--- config.mk ---
export PLATFORM = sky130hd
export DESIGN_NAME = load_store_unit
export DESIGN_NICKNAME = d
export VERILOG_FILES = /design/src/rtl/lsu_pkg.sv /design/src/rtl/lsu_extend.sv /design/src/rtl/load_store_unit.sv
export SDC_FILE = /design/constraint.sdc
export NUM_CORES = 1
export LEC_CHECK = 0
export ABC_AREA = 1
export CORE_UTILIZATION = 25
export DETAILED_ROUTE_END_ITERATION = 10
export PLACE_DENSITY = 0.51
export SETUP_SLACK_MARGIN = 0.2
export SLEW_MARGIN = 20
export SYNTH_ARGS = -nofsm -noshare
export SYNTH_HDL_FRONTEND = slang
export SYNTH_HIERARCHICAL = 1
export SYNTH_SLANG_ARGS = --single-unit
--- constraint.sdc ---
create_clock -name clk -period 6.7 [get_ports clk]
set_clock_uncertainty 0.05 [all_clocks]
set_input_delay 1.005 -clock clk [delete_from_list [all_inputs] [get_ports clk]]
set_output_delay 1.005 -clock clk [all_outputs]
set_load 0.01 [all_outputs]
--- src/rtl/lsu_pkg.sv ---
// Shared types and constants for the load/store unit and the data-port memory.
package lsu_pkg;
  localparam int XLEN = 32;
  localparam logic [XLEN-1:0] DATA_START = 32'hC000_0000;
  localparam logic [XLEN-1:0] DATA_SIZE  = 32'h0001_0000;
  localparam logic [XLEN-1:0] CODE_START = 32'h8000_0000;
  localparam int TIMEOUT = 64;

  typedef enum logic [3:0] {
    W_BYTE = 4'd0,
    W_HALF = 4'd1,
    W_WORD = 4'd2
  } width_e;

  typedef enum logic [2:0] {
    S_IDLE, S_ISSUE, S_WAIT_BUSY, S_WAIT_DONE, S_RESPOND
  } lsu_state_e;

  typedef enum logic [2:0] {
    C_NONE      = 3'd0,
    C_LD_MISAL  = 3'd1,
    C_LD_ACCESS = 3'd2,
    C_ST_MISAL  = 3'd3,
    C_ST_ACCESS = 3'd4,
    C_TIMEOUT   = 3'd5,
    C_ILLEGAL   = 3'd6
  } lsu_cause_e;

  typedef struct packed {
    logic            store;
    logic [2:0]      funct3;
    logic [XLEN-1:0] addr;
    logic [XLEN-1:0] wdata;
  } lsu_op_t;

  // funct3[1:0] selects the access size for both loads and stores
  function automatic width_e f3_width(input logic [2:0] f3);
    case (f3[1:0])
      2'b00:   return W_BYTE;
      2'b01:   return W_HALF;
      default: return W_WORD;
    endcase
  endfunction

  // Fault classification at accept time; illegal beats misaligned beats access
  function automatic lsu_cause_e check_op(input logic store, input logic [2:0] f3,
                                          input logic [XLEN-1:0] ea);
    logic            legal, misal;
    logic [XLEN-1:0] off, nbytes;
    lsu_cause_e      c;
    legal  = (f3[1:0] != 2'b11) && (store ? !f3[2] : !(f3[2] && f3[1]));
    misal  = (f3[1:0] == 2'b01 && ea[0]) || (f3[1:0] == 2'b10 && ea[1:0] != 2'b00);
    nbytes = XLEN'(1) << f3[1:0];
    off    = ea - DATA_START;
    // off >= DATA_SIZE also catches addresses below DATA_START (wraps high)
    if (!legal)                                          c = C_ILLEGAL;
    else if (misal)                                      c = store ? C_ST_MISAL : C_LD_MISAL;
    else if (off >= DATA_SIZE || off + nbytes > DATA_SIZE) c = store ? C_ST_ACCESS : C_LD_ACCESS;
    else                                                 c = C_NONE;
    return c;
  endfunction
endpackage

--- src/rtl/lsu_extend.sv ---
// Load data extension: right-justified memory data to a 32-bit register value.
module lsu_extend
  import lsu_pkg::*;
(
  input  logic [2:0]      funct3,
  input  logic [XLEN-1:0] raw,
  output logic [XLEN-1:0] ext
);
  // LB/LH sign-extend, LBU/LHU zero-extend, LW passes through
  always_comb begin
    ext = raw;
    case (funct3)
      3'b000:  ext = {{24{raw[7]}}, raw[7:0]};
      3'b001:  ext = {{16{raw[15]}}, raw[15:0]};
      3'b100:  ext = {24'h0, raw[7:0]};
      3'b101:  ext = {16'h0, raw[15:0]};
      default: ext = raw;
    endcase
  end
endmodule

--- src/rtl/load_store_unit.sv ---
// Single-outstanding load/store initiator for the data port of memory.
module load_store_unit
  import lsu_pkg::*;
(
  input  logic            clk,
  input  logic            rst,
  input  logic            req_valid,
  output logic            req_ready,
  input  logic            req_store,
  input  logic [2:0]      req_funct3,
  input  logic [XLEN-1:0] req_base,
  input  logic [11:0]     req_imm,
  input  logic [XLEN-1:0] req_wdata,
  output logic            resp_valid,
  output logic [XLEN-1:0] resp_rdata,
  output logic [2:0]      resp_cause,
  output logic [XLEN-1:0] resp_addr,
  output logic [XLEN-1:0] address_main,
  output logic [3:0]      width,
  output logic            read_request_main,
  output logic            write_request_main,
  output logic [XLEN-1:0] write_data_main,
  input  logic [XLEN-1:0] data_main,
  input  logic            busy_main
);
  localparam logic [6:0] CNT_LAST = 7'(TIMEOUT - 1);

  lsu_state_e      state, state_nx;
  lsu_op_t         op_q;
  lsu_cause_e      cause_q, acc_cause;
  logic [XLEN-1:0] rdata_q, ea, ext;
  logic [6:0]      cnt_q;
  logic            accept, issue;

  assign ea        = req_base + {{(XLEN-12){req_imm[11]}}, req_imm};
  assign acc_cause = check_op(req_store, req_funct3, ea);
  assign req_ready = (state == S_IDLE) && !busy_main;
  assign accept    = req_valid && req_ready;
  // never pulse a request into a busy memory
  assign issue     = (state == S_ISSUE) && !busy_main;

  lsu_extend u_ext (.funct3(op_q.funct3), .raw(data_main), .ext(ext));

  // next-state: faults skip the memory, timeout only while waiting for busy to rise
  always_comb begin
    state_nx = state;
    case (state)
      S_IDLE:      if (accept) state_nx = (acc_cause == C_NONE) ? S_ISSUE : S_RESPOND;
      S_ISSUE:     if (issue) state_nx = S_WAIT_BUSY;
      S_WAIT_BUSY: if (busy_main) state_nx = S_WAIT_DONE;
                   else if (cnt_q == CNT_LAST) state_nx = S_RESPOND;
      S_WAIT_DONE: if (!busy_main) state_nx = S_RESPOND;
      S_RESPOND:   state_nx = S_IDLE;
      default:     state_nx = S_IDLE;
    endcase
  end

  // state, latched operation, timeout counter and response capture
  always_ff @(posedge clk) begin
    if (rst) begin
      state   <= S_IDLE;
      op_q    <= '0;
      cause_q <= C_NONE;
      rdata_q <= '0;
      cnt_q   <= '0;
    end else begin
      state <= state_nx;
      case (state)
        S_IDLE: if (accept) begin
          op_q.store  <= req_store;
          op_q.funct3 <= req_funct3;
          op_q.addr   <= ea;
          op_q.wdata  <= req_store ? req_wdata : '0;
          cause_q     <= acc_cause;
          rdata_q     <= '0;
        end
        S_ISSUE: cnt_q <= '0;
        S_WAIT_BUSY: if (!busy_main) begin
          cnt_q <= cnt_q + 7'd1;
          if (cnt_q == CNT_LAST) cause_q <= C_TIMEOUT;
        end
        S_WAIT_DONE: if (!busy_main && !op_q.store) rdata_q <= ext;
        default: ;
      endcase
    end
  end

  assign read_request_main  = issue && !op_q.store;
  assign write_request_main = issue && op_q.store;
  assign address_main       = op_q.addr;
  assign width              = f3_width(op_q.funct3);
  assign write_data_main    = op_q.wdata;

  assign resp_valid = (state == S_RESPOND);
  assign resp_rdata = resp_valid ? rdata_q : '0;
  assign resp_cause = resp_valid ? cause_q : C_NONE;
  assign resp_addr  = resp_valid ? op_q.addr : '0;
endmodule

Word level (Yosys, flattened, before mapping):

Index checks and enable logic that the tools add are counted.

* register bits after elaboration: 113
* logic and storage cells: 91

* $add $sub $neg: 4
* magnitude comparators: 2
* equal/unequal tests: 19
* shift operators: 1
* mux-type cells: 28
* reductions and logical operators: 29

Operators by type and width (number)
* 32-bit 2-to-1 mux: 5
* 32-bit one-hot mux with 4 select lines: 1
* 32-bit adder: 2
* 32-bit one-hot mux with 2 select lines: 1
* 3-bit 2-to-1 mux: 14
* 32-bit by 17-bit >= comparator with 1-bit output, second input constant: 1
* 32-bit by 17-bit greater-than comparator with 1-bit output, second input constant: 1
* 1-bit by 2-bit << shifter with 32-bit output, first input constant: 1
* 32-bit subtractor, second input constant: 1
* 2-bit != test, second input constant: 7
* 7-bit one-hot mux with 2 select lines: 1
* 3-bit one-hot mux with 4 select lines: 1
* 1-bit logical AND: 10
* 3-bit equality test, second input constant: 3
* 3-bit zero test: 3
* 4-bit AND reduction: 2
* 2-bit nonzero test: 4
* 7-bit by 1-bit adder with 7-bit output, second input constant: 1
* 7-bit by 6-bit equality test with 1-bit output, second input constant: 1
* 7-bit 2-to-1 mux: 1
* 3-bit by 1-bit equality test with 1-bit output, second input constant: 2
* 3-bit by 2-bit equality test with 1-bit output, second input constant: 2
* 3-bit one-hot mux with 2 select lines: 1
* 2-bit by 1-bit equality test with 1-bit output, second input constant: 2
* 10 further kinds: 15

Depth between registers and ports, before layout:

Gate-level depths: netlist of run 1.

* word-level depth: 12
* depth in mapped cells: 30
* gate-level depth less buffers: 29

By module:

The synthesis of run 1 kept the hierarchy.

Modules (own cells, without submodules)
* load_store_unit: times used 1, cells an instance 1555, area each 9350.2 µm², sequential area each 2262.2 µm²
* lsu_extend: times used 1, cells an instance 70, area each 389.1 µm², sequential area each 0.0 µm²

Worst setup path before layout of run 1:

Ideal clock, no wire load.

* path kind: input-to-reg
* from: in req_base[0]
* to: reg cause_q[1]
* library setup time: 0.130 ns
* data arrival time: 3.741 ns
* required time: 6.520 ns
* setup slack: 2.779 ns
* stages on the path: 28
* path buffers: 0
* path through: ha_1 > inv_1 > fa_1 > xnor2_1 > ha_1 > nand3_1 > nand2_1 > nand2_1 > nand2_1 > nand2_1 > inv_1 > nand3_1 > nor2_2 > nand2_1 > nor2_2 > nand2_2 > nor2_4 > nand2_1 > nand2_1 > nand2_1 > clkinv_1 > nand3_1 > nor2_2 > nand2_1 > nand2_1 > nand2_1 > nand2_1 > a21oi_1

* word-level cells in the longest chain between the ends: 10

RTL lines
* start: declaration: line load_store_unit.sv:11 `input logic [XLEN-1:0] req_base,`
* 32-bit adder *: line load_store_unit.sv:35 `assign ea = req_base + {{(XLEN-12){req_imm[11]}}, req_imm};`
* net ea[2]: line load_store_unit.sv:31 `logic [XLEN-1:0] rdata_q, ea, ext;`
* 32-bit subtractor *: line lsu_pkg.sv:54 `off = ea - DATA_START;`
* 32-bit adder: line lsu_pkg.sv:58 `else if (off >= DATA_SIZE || off + nbytes > DATA_SIZE) c = store ? C_ST_ACCESS : C_LD_ACCESS;`
* 32-bit by 17-bit greater-than comparator with 1-bit output: line lsu_pkg.sv:58
* 1-bit logical OR *: line lsu_pkg.sv:58
* 3-bit 2-to-1 mux *: line lsu_pkg.sv:58
* 3-bit 2-to-1 mux *: line lsu_pkg.sv:57 `else if (misal) c = store ? C_ST_MISAL : C_LD_MISAL;`
* 3-bit 2-to-1 mux *: line lsu_pkg.sv:56 `if (!legal) c = C_ILLEGAL;`
* 3-bit 2-to-1 mux *: line load_store_unit.sv:69 `S_IDLE: if (accept) begin`
* 3-bit one-hot mux with 2 select lines *: line load_store_unit.sv:68 `case (state)`
* end signal: assignment: line load_store_unit.sv:74 `cause_q <= acc_cause;`
* end: declaration: line load_store_unit.sv:30 `lsu_cause_e cause_q, acc_cause;`

The timed path passes the listed nets; every way through them passes the cells marked *. The select of a mux whose other input is x is not followed.
A chain may end at the register's enable or synchronous reset.

Worst setup path in the final report of run 1:

* from: in req_imm[11]
* to: reg cause_q[1]

* word-level cells in the longest chain between the ends: 10

RTL lines
* start: declaration: line load_store_unit.sv:12 `input logic [11:0] req_imm,`
* 32-bit adder *: line load_store_unit.sv:35
* net ea[31]: line load_store_unit.sv:31
* 32-bit subtractor *: line lsu_pkg.sv:54
* 32-bit adder: line lsu_pkg.sv:58
* 32-bit by 17-bit greater-than comparator with 1-bit output: line lsu_pkg.sv:58
* 1-bit logical OR *: line lsu_pkg.sv:58
* 3-bit 2-to-1 mux *: line lsu_pkg.sv:58
* 3-bit 2-to-1 mux *: line lsu_pkg.sv:57
* 3-bit 2-to-1 mux *: line lsu_pkg.sv:56
* 3-bit 2-to-1 mux *: line load_store_unit.sv:69
* 3-bit one-hot mux with 2 select lines *: line load_store_unit.sv:68

Marked as above.

==> results.py, run 1 <==
metrics = {
    "global_route": {
        "met2_usage": 0.2660,
        "globalRouteTotalUtil": 0.1569,
        "antenna_found_initial": 0,
        "grt_pass1_vias": 9304,
        "grt_most_used_layer": "met2",
        "met3_usage": 0.02819,
        "met1_usage": 0.2022,
        "grt_pass1_wl_um": 48760,
        "grt_max_degree": 101,
        "grt_overflow": 0,
    },
    "status": {
        "status": "finished clean",
    },
    "setup_path": {
        "crit_slowest_cell": "clkdlybuf4s50_1",
        "critPathMaxStageDelay_ns": 0.88,
        "crit_type": "in -> reg",
        "arrival_ns": 5.09,
        "critical_path.max_fanout": 21,
        "critPathRequiredTime_ns": 6.92,
        "cpMostUsedCell": "nand2_1",
        "crit_path_end_kind": "flip-flop",
        "path_cells": "clkdlybuf4s50_1, ha_1, nand2_1, nor4_1, nand3_1, nand2_1, nand4_1, nand2_1, xor2_1, ha_1, inv_1, nand2_1, nand2_1, nand3_1, nor2_2, nand2_1, nand2_1, nand2_1, nand2_1, a21oi_1",
        "crit_path_start_kind": "primary input",
    },
    "sta": {
        "worst_pin_slew_ns": 1.022,
        "timing.slew.headroom": 0.3188,
        "drv_slew": 0,
        "timing.final.crit_share": 0.7275,
        "period_needed_ns": 4.874,
        "fmax_ghz": 0.2052,
        "rsz0062_at_grt": "no",
        "setup_viol": 0,
        "hold_viol_final": 0,
        "finalSetupTns_ns": 0,
    },
    "floorplanning": {
        "die_y_um": 199.4,
        "ios": 255,
        "fp.dieArea_um2": 39750,
        "start_util": 0.2562,
        "coreArea_um2": 38020,
        "fp.dieW_um": 199.4,
        "fp-row-count": 71,
    },
    "power_and_ir_drop": {
        "finalPower_w": 0.003178,
        "switching_share": 0.3831,
        "ir_drop_mv": 0.1442,
        "p_comb_frac": 0.418,
        "power_frac_seq": 0.262,
        "power.switching_w": 0.001217,
        "p_leak_nw": 5.842,
        "power_frac_clock": 0.319,
        "p_per_area_nw_per_um2": 247.1,
        "intPower_w": 0.001961,
    },
    "logic_synthesis": {
        "synth_top_cell_area_share": 0.2323,
        "synth_cell_types": 46,
        "synth_edf_count": 0,
        "async_reset_ff_frac": 0,
        "synthCells": 1625,
        "ys_ff_latch": 113,
        "synth_area_leaders": "dfxtp_1, nand2_1, inv_1",
        "seq_area_frac_synth": 0.2323,
        "synth_top_area_cell": "dfxtp_1",
        "synthFlopType": "dfxtp_1",
        "synth.avg_cell_area_um2": 5.993,
        "syn_area_um2": 9739,
        "yosys_warnings": 6,
    },
    "final_layout": {
        "nFillCells": 4262,
        "drive_above_1_share": 0.09025,
        "nets": 1938,
        "synthToLayoutAreaGrowth_pct": 32.05,
        "antennaDiodeCount": 0,
    },
    "clocking": {
        "path_clk_slew_ns": 0.06,
        "clock_path_buffers": 2,
        "cts_htree_levels": 4,
        "cts_root_buf": "clkbuf_16",
        "ctsResizeCount": 0,
        "cts_hold_buf": 0,
        "clkLatencyLatePin_ns": 0.41,
        "cts_buffers": 17,
        "cts_tree": "yes",
        "post_cts_buffers": 0,
        "cts.sinks": 113,
    },
    "place": {
        "gp_congestion": 0.8802,
        "dp_hpwl_um": 25390,
        "portBuffers": 252,
    },
    "route": {
        "ant_nets": 0,
        "drt-total-wl_um": 32100,
        "vias": 10090,
        "drtIter0Drc": 468,
        "drc": 0,
        "wl_per_cell_um": 13.92,
        "viasPerCell": 4.376,
        "first_pass_iters": 7,
    },
    "hold_path": {
        "worstHoldPathType": "reg -> reg",
    },
    "flow_run": {
        "maxCapViolCount": 0,
    },
}
-- registers in the layout (all words and copies together) (netlist names) --
register and count:
state 3, op_q 4, rdata_q 32, cnt_q 7, address_main 32, write_data_main 32
cause_q 3
-- worst max-delay path: cells and delay by family --
family,cells,cell delay (ns)
AOI/OAI and AO/OA,1,0.07
xor gates and xnor gates,1,0.30
adders and majority gates,2,0.99
buffers and inverters,2,0.94
and+or+nand+nor,14,1.79
-- kinds of logic (layout without fill, tap and decap cells) --
group	count (synthesis)	count (layout)	share of synthesized area
other	1	2	0.0003850
buffers and inverters	400	569	0.1876
AOI/OAI and AO/OA	218	218	0.1246
xor gates and xnor gates	6	6	0.005396
and+or+nand+nor	847	847	0.3968
adders and majority gates	40	40	0.05293
DFF	113	113	0.2323
-- area by class of cell --
class                   count  area (um^2)  share of cell area
clock buffers              19        452.9             0.03522
clock inverters            13        206.4             0.01605
inverters                 278         1044             0.08114
multi-input cells        1113         5684              0.4420
flip-flops and latches    113         2262              0.1759
well taps                 511        639.4             0.04971
repair buffers            259         2572              0.2000
-- cells in the mapped netlist (2+ instances only) --
cell	count
a211oi_1	35
a21oi_1	129
a21oi_2	5
a31oi_1	2
buf_1	3
buf_4	75
buf_6	5
clkbuf_1	37
clkinv_1	5
dfxtp_1	113
fa_1	2
ha_1	38
inv_1	256
inv_2	17
nand2_1	452
nand2_2	35
nand2_4	10
nand3_1	102
nand3_2	13
nand3_4	3
nand3b_1	6
nand4_1	17
nor2_1	158
nor2_2	14
nor2_4	11
nor2_8	2
nor3_1	14
o21ai_0	40
o21bai_1	3
or2_2	3
xor2_1	5
-- metal layers --
layer	wire, um	vias up	part of all wire
met5	0	-	0
met4	422	0	0.013
met3	1756	23	0.055
met2	14850	243	0.46
met1	15070	4506	0.47
li1	-	5318	-
-- stage by stage --
stage / hold slack (ns) / area (um^2) / utilization / setup WS, ns / std cells
6_report: 0.4104 / 12860 / 0.3383 / 1.826 / 2306
5_1_grt: 0.4312 / 12860 / 0.3383 / 1.408 / 2306
4_1_cts: 0.4132 / 12860 / 0.3383 / 1.829 / 2306
3_5_place_dp: 0.4032 / 12200 / 0.3209 / 1.385 / 2274
3_3_place_gp: 0.3986 / 12200 / 0.3209 / 1.437 / 2274
2_1_floorplan: 0.3871 / 9743 / - / 2.779 / 1626
-- power groups by stage --
stage / sequential, W / clock (W) / combinational, W
after floorplan: 0.000835 / 0 / 0.000910
after global routing: 0.000847 / 0.00108 / 0.00149
final: 0.000834 / 0.00102 / 0.00133
after CTS: 0.000835 / 0.00105 / 0.00134
after detailed placement: 0.000849 / 0 / 0.00134
after global placement: 0.000845 / 0 / 0.00134
-- layout by cell type, fill, tap and decap left out, types with 3 or more instances in the layout --
master,Yosys,final
nand2_2,35,35
nor2_2,14,15
o21bai_1,3,3
ha_1,38,38
xor2_1,5,5
nand3_4,3,3
inv_1,256,255
inv_2,17,18
nor2_1,158,157
clkbuf_16,0,17
o21ai_0,40,40
nor3_1,14,13
nor2_4,11,11
nand3_1,102,102
nand3_2,13,13
buf_4,75,8
nand3b_1,6,6
nand2_1,452,451
nand2_4,10,11
clkinv_1,5,5
clkinv_2,0,3
clkdlybuf4s50_1,0,251
nand4_1,17,17
a21oi_2,5,5
a21oi_1,129,129
or2_2,3,3
bufinv_16,0,5
a211oi_1,35,35
dfxtp_1,113,113
-- worst paths after layout --
path | from | end | slack (ns) | cells past startpoint
min reg2reg | rdata_q[1]$_SDFFE_PP0P_ | rdata_q[1]$_SDFFE_PP0P_ | 0.41 | 2
max | req_imm[11] | cause_q[1]$_SDFFE_PP0P_ | 1.83 | 20
max reg2reg | state[2]$_SDFFE_PP0P_ | rdata_q[27]$_SDFFE_PP0P_ | 3.89 | 9
min | rdata_q[1]$_SDFFE_PP0P_ | rdata_q[1]$_SDFFE_PP0P_ | 0.41 | 2
No activity file was read; power rests on OpenSTA's default activity.
==> run 2, diff against run 1 <==
Settings changed: PLACE_DENSITY 0.51 to 0.52.
Clock period 6.7 ns to 4.4 ns, I/O delays scaled along.
==> run 2 against run 1 <==
Critical path depth increased by 4. Wire length decreased by 0.86%. Non-clock buffer count increased by 26.
==> results.py, run 2 (same netlist as run 1, synthesis figures left out) <==
metrics = {
    "final_layout": {
        "antennaDiodeCount": 0,
        "synthToLayoutAreaGrowth_pct": 34.78,
        "drive_above_1_share": 0.1109,
        "final_cell_area_um2": 13130,
        "nets": 1964,
        "fin_cells": 2332,
        "layout_commonest_cell": "nand2_1",
        "layout_common_cells": "nand2_1, inv_1, clkdlybuf4s50_1",
    },
    "route": {
        "viasPerCell": 4.358,
        "first_pass_iters": 5,
        "vias": 10160,
        "drc": 0,
        "ant_nets": 0,
        "drtIter0Drc": 403,
        "wl_per_cell_um": 13.65,
        "drt-total-wl_um": 31820,
    },
    "power_and_ir_drop": {
        "p_leak_nw": 5.971,
        "switching_share": 0.3878,
        "p_comb_frac": 0.428,
        "power_frac_seq": 0.262,
        "power_frac_clock": 0.311,
        "intPower_w": 0.002968,
        "power.switching_w": 0.001880,
        "ir_drop_mv": 0.1896,
        "p_per_area_nw_per_um2": 369.3,
    },
    "setup_path": {
        "cp-startpoint": "req_base[0]",
        "crit_path_end_kind": "flip-flop",
        "crit_type": "in -> reg",
        "critical_path.max_fanout": 3,
        "arrival_ns": 4.08,
        "critPathMaxStageDelay_ns": 0.51,
        "crit_slowest_cell": "fa_2",
        "crit_path_start_kind": "primary input",
        "path_cells": "clkdlybuf4s50_1, ha_2, inv_1, fa_2, inv_1, buf_4, fa_1, xor2_1, nor3_2, nand2_1, nor2_1, nand2_1, nor2_1, nand3b_1, nor2_1, nand3_1, nand2_1, nand3_1, nor2_2, nand2_1, nand2_1, nand2_1, nand2_1, a21oi_1",
        "r2r-start": "state[2]$_SDFFE_PP0P_",
        "cpMostUsedCell": "nand2_1",
        "critPathRequiredTime_ns": 4.61,
        "reg2reg_depth": 9,
    },
    "clocking": {
        "path_clk_slew_ns": 0.06,
        "cts_hold_buf": 0,
        "cts_tree": "yes",
        "cts_root_buf": "clkbuf_16",
        "clock_path_buffers": 2,
        "cts_buffers": 17,
        "clkLatencyLatePin_ns": 0.42,
        "cts_htree_levels": 4,
        "cts.sinks": 113,
    },
    "floorplanning": {
        "fp.dieW_um": 199.4,
        "die_y_um": 199.4,
        "fp.dieArea_um2": 39750,
        "coreArea_um2": 38020,
        "start_util": 0.2562,
        "ios": 255,
        "fp-row-count": 71,
    },
    "place": {
        "dp_cells": 2296,
        "portBuffers": 252,
        "placed_area_um2": 12380,
        "gp_congestion": 0.8996,
        "dp_hpwl_um": 25410,
    },
    "global_route": {
        "grt_pass1_vias": 9138,
        "grt_pass1_wl_um": 48190,
        "grt_overflow": 0,
        "antenna_found_initial": 1,
        "grt_max_degree": 101,
        "globalRouteTotalUtil": 0.1551,
    },
    "sta": {
        "timing.final.crit_share": 0.8795,
        "finalSetupTns_ns": 0,
        "setup_viol": 0,
        "hold_viol_final": 0,
        "worst_pin_slew_ns": 1.035,
        "rsz0062_at_grt": "no",
        "period_needed_ns": 3.870,
        "fmax_ghz": 0.2584,
        "drv_slew": 0,
        "timing.slew.headroom": 0.3099,
    },
    "hold_path": {
        "hold_depth": 2,
        "worstHoldPathType": "reg -> reg",
        "min_from": "rdata_q[6]$_SDFFE_PP0P_",
    },
    "flow_run": {
        "maxCapViolCount": 0,
    },
    "status": {
        "status": "finished clean",
    },
}
## run 2: layout make-up
cell class,instances,area (um^2)
fill,4228,24900
multi-input combinational,1113,5759
timing repair buffer,285,2780
sequential,113,2262
inverter,278,1044
tap,511,639.4
clock buffer,18,439.2
clock inverter,14,202.7
## run 2: critical path, delay by kind of cell
kind            cells  cell delay [ns]
simple gates       15             1.25
fa+ha+maj           3             1.16
buf+inv             4             0.72
xor+xnor            1             0.18
compound gates      1             0.07
## run 2: final timing paths
check | slack, ns | end
worst max register to register | 1.98 | write_data_main[1]$_SDFFE_PP0P_
worst max-delay path | 0.53 | cause_q[1]$_SDFFE_PP0P_
worst min-delay path | 0.41 | rdata_q[6]$_SDFFE_PP0P_
worst min register to register | 0.41 | rdata_q[6]$_SDFFE_PP0P_
## run 2: what timing repair did
item / 4_1_cts / 5_1_grt
setup buffers: 0 / 4
gates resized for setup: 0 / 18
setup endpoints to repair: 0 / 4
## run 2: stage by stage
step / utilization / hold WS, ns / total power, W / setup WS (ns)
after floorplan: - / 0.3871 / 0.002658 / 0.8238
after global placement: 0.3256 / 0.3982 / 0.003347 / -0.03861
after detailed placement: 0.3256 / 0.4015 / 0.003361 / -0.05149
after CTS: 0.3425 / 0.4136 / 0.004900 / 0.3832
after global routing: 0.3452 / 0.4267 / 0.005200 / 0.2008
final: 0.3452 / 0.4084 / 0.004847 / 0.5300
## run 2: routing by layer
metal  track usage  part of all wire  up-vias
met5             0           0.00041        -
met4       0.03789            0.0099        2
met3       0.02751             0.056       24
met2        0.2665              0.47      230
met1        0.1991              0.47     4537
li1              -                 -     5369
## run 2: power groups by stage
stage	Combinational (W)	Clock (W)	Sequential (W)
5_1_grt	0.00231	0.00160	0.00129
3_5_place_dp	0.00207	0	0.00129
4_1_cts	0.00208	0.00155	0.00127
6_report	0.00207	0.00151	0.00127
3_3_place_gp	0.00206	0	0.00129
2_1_floorplan	0.00139	0	0.00127
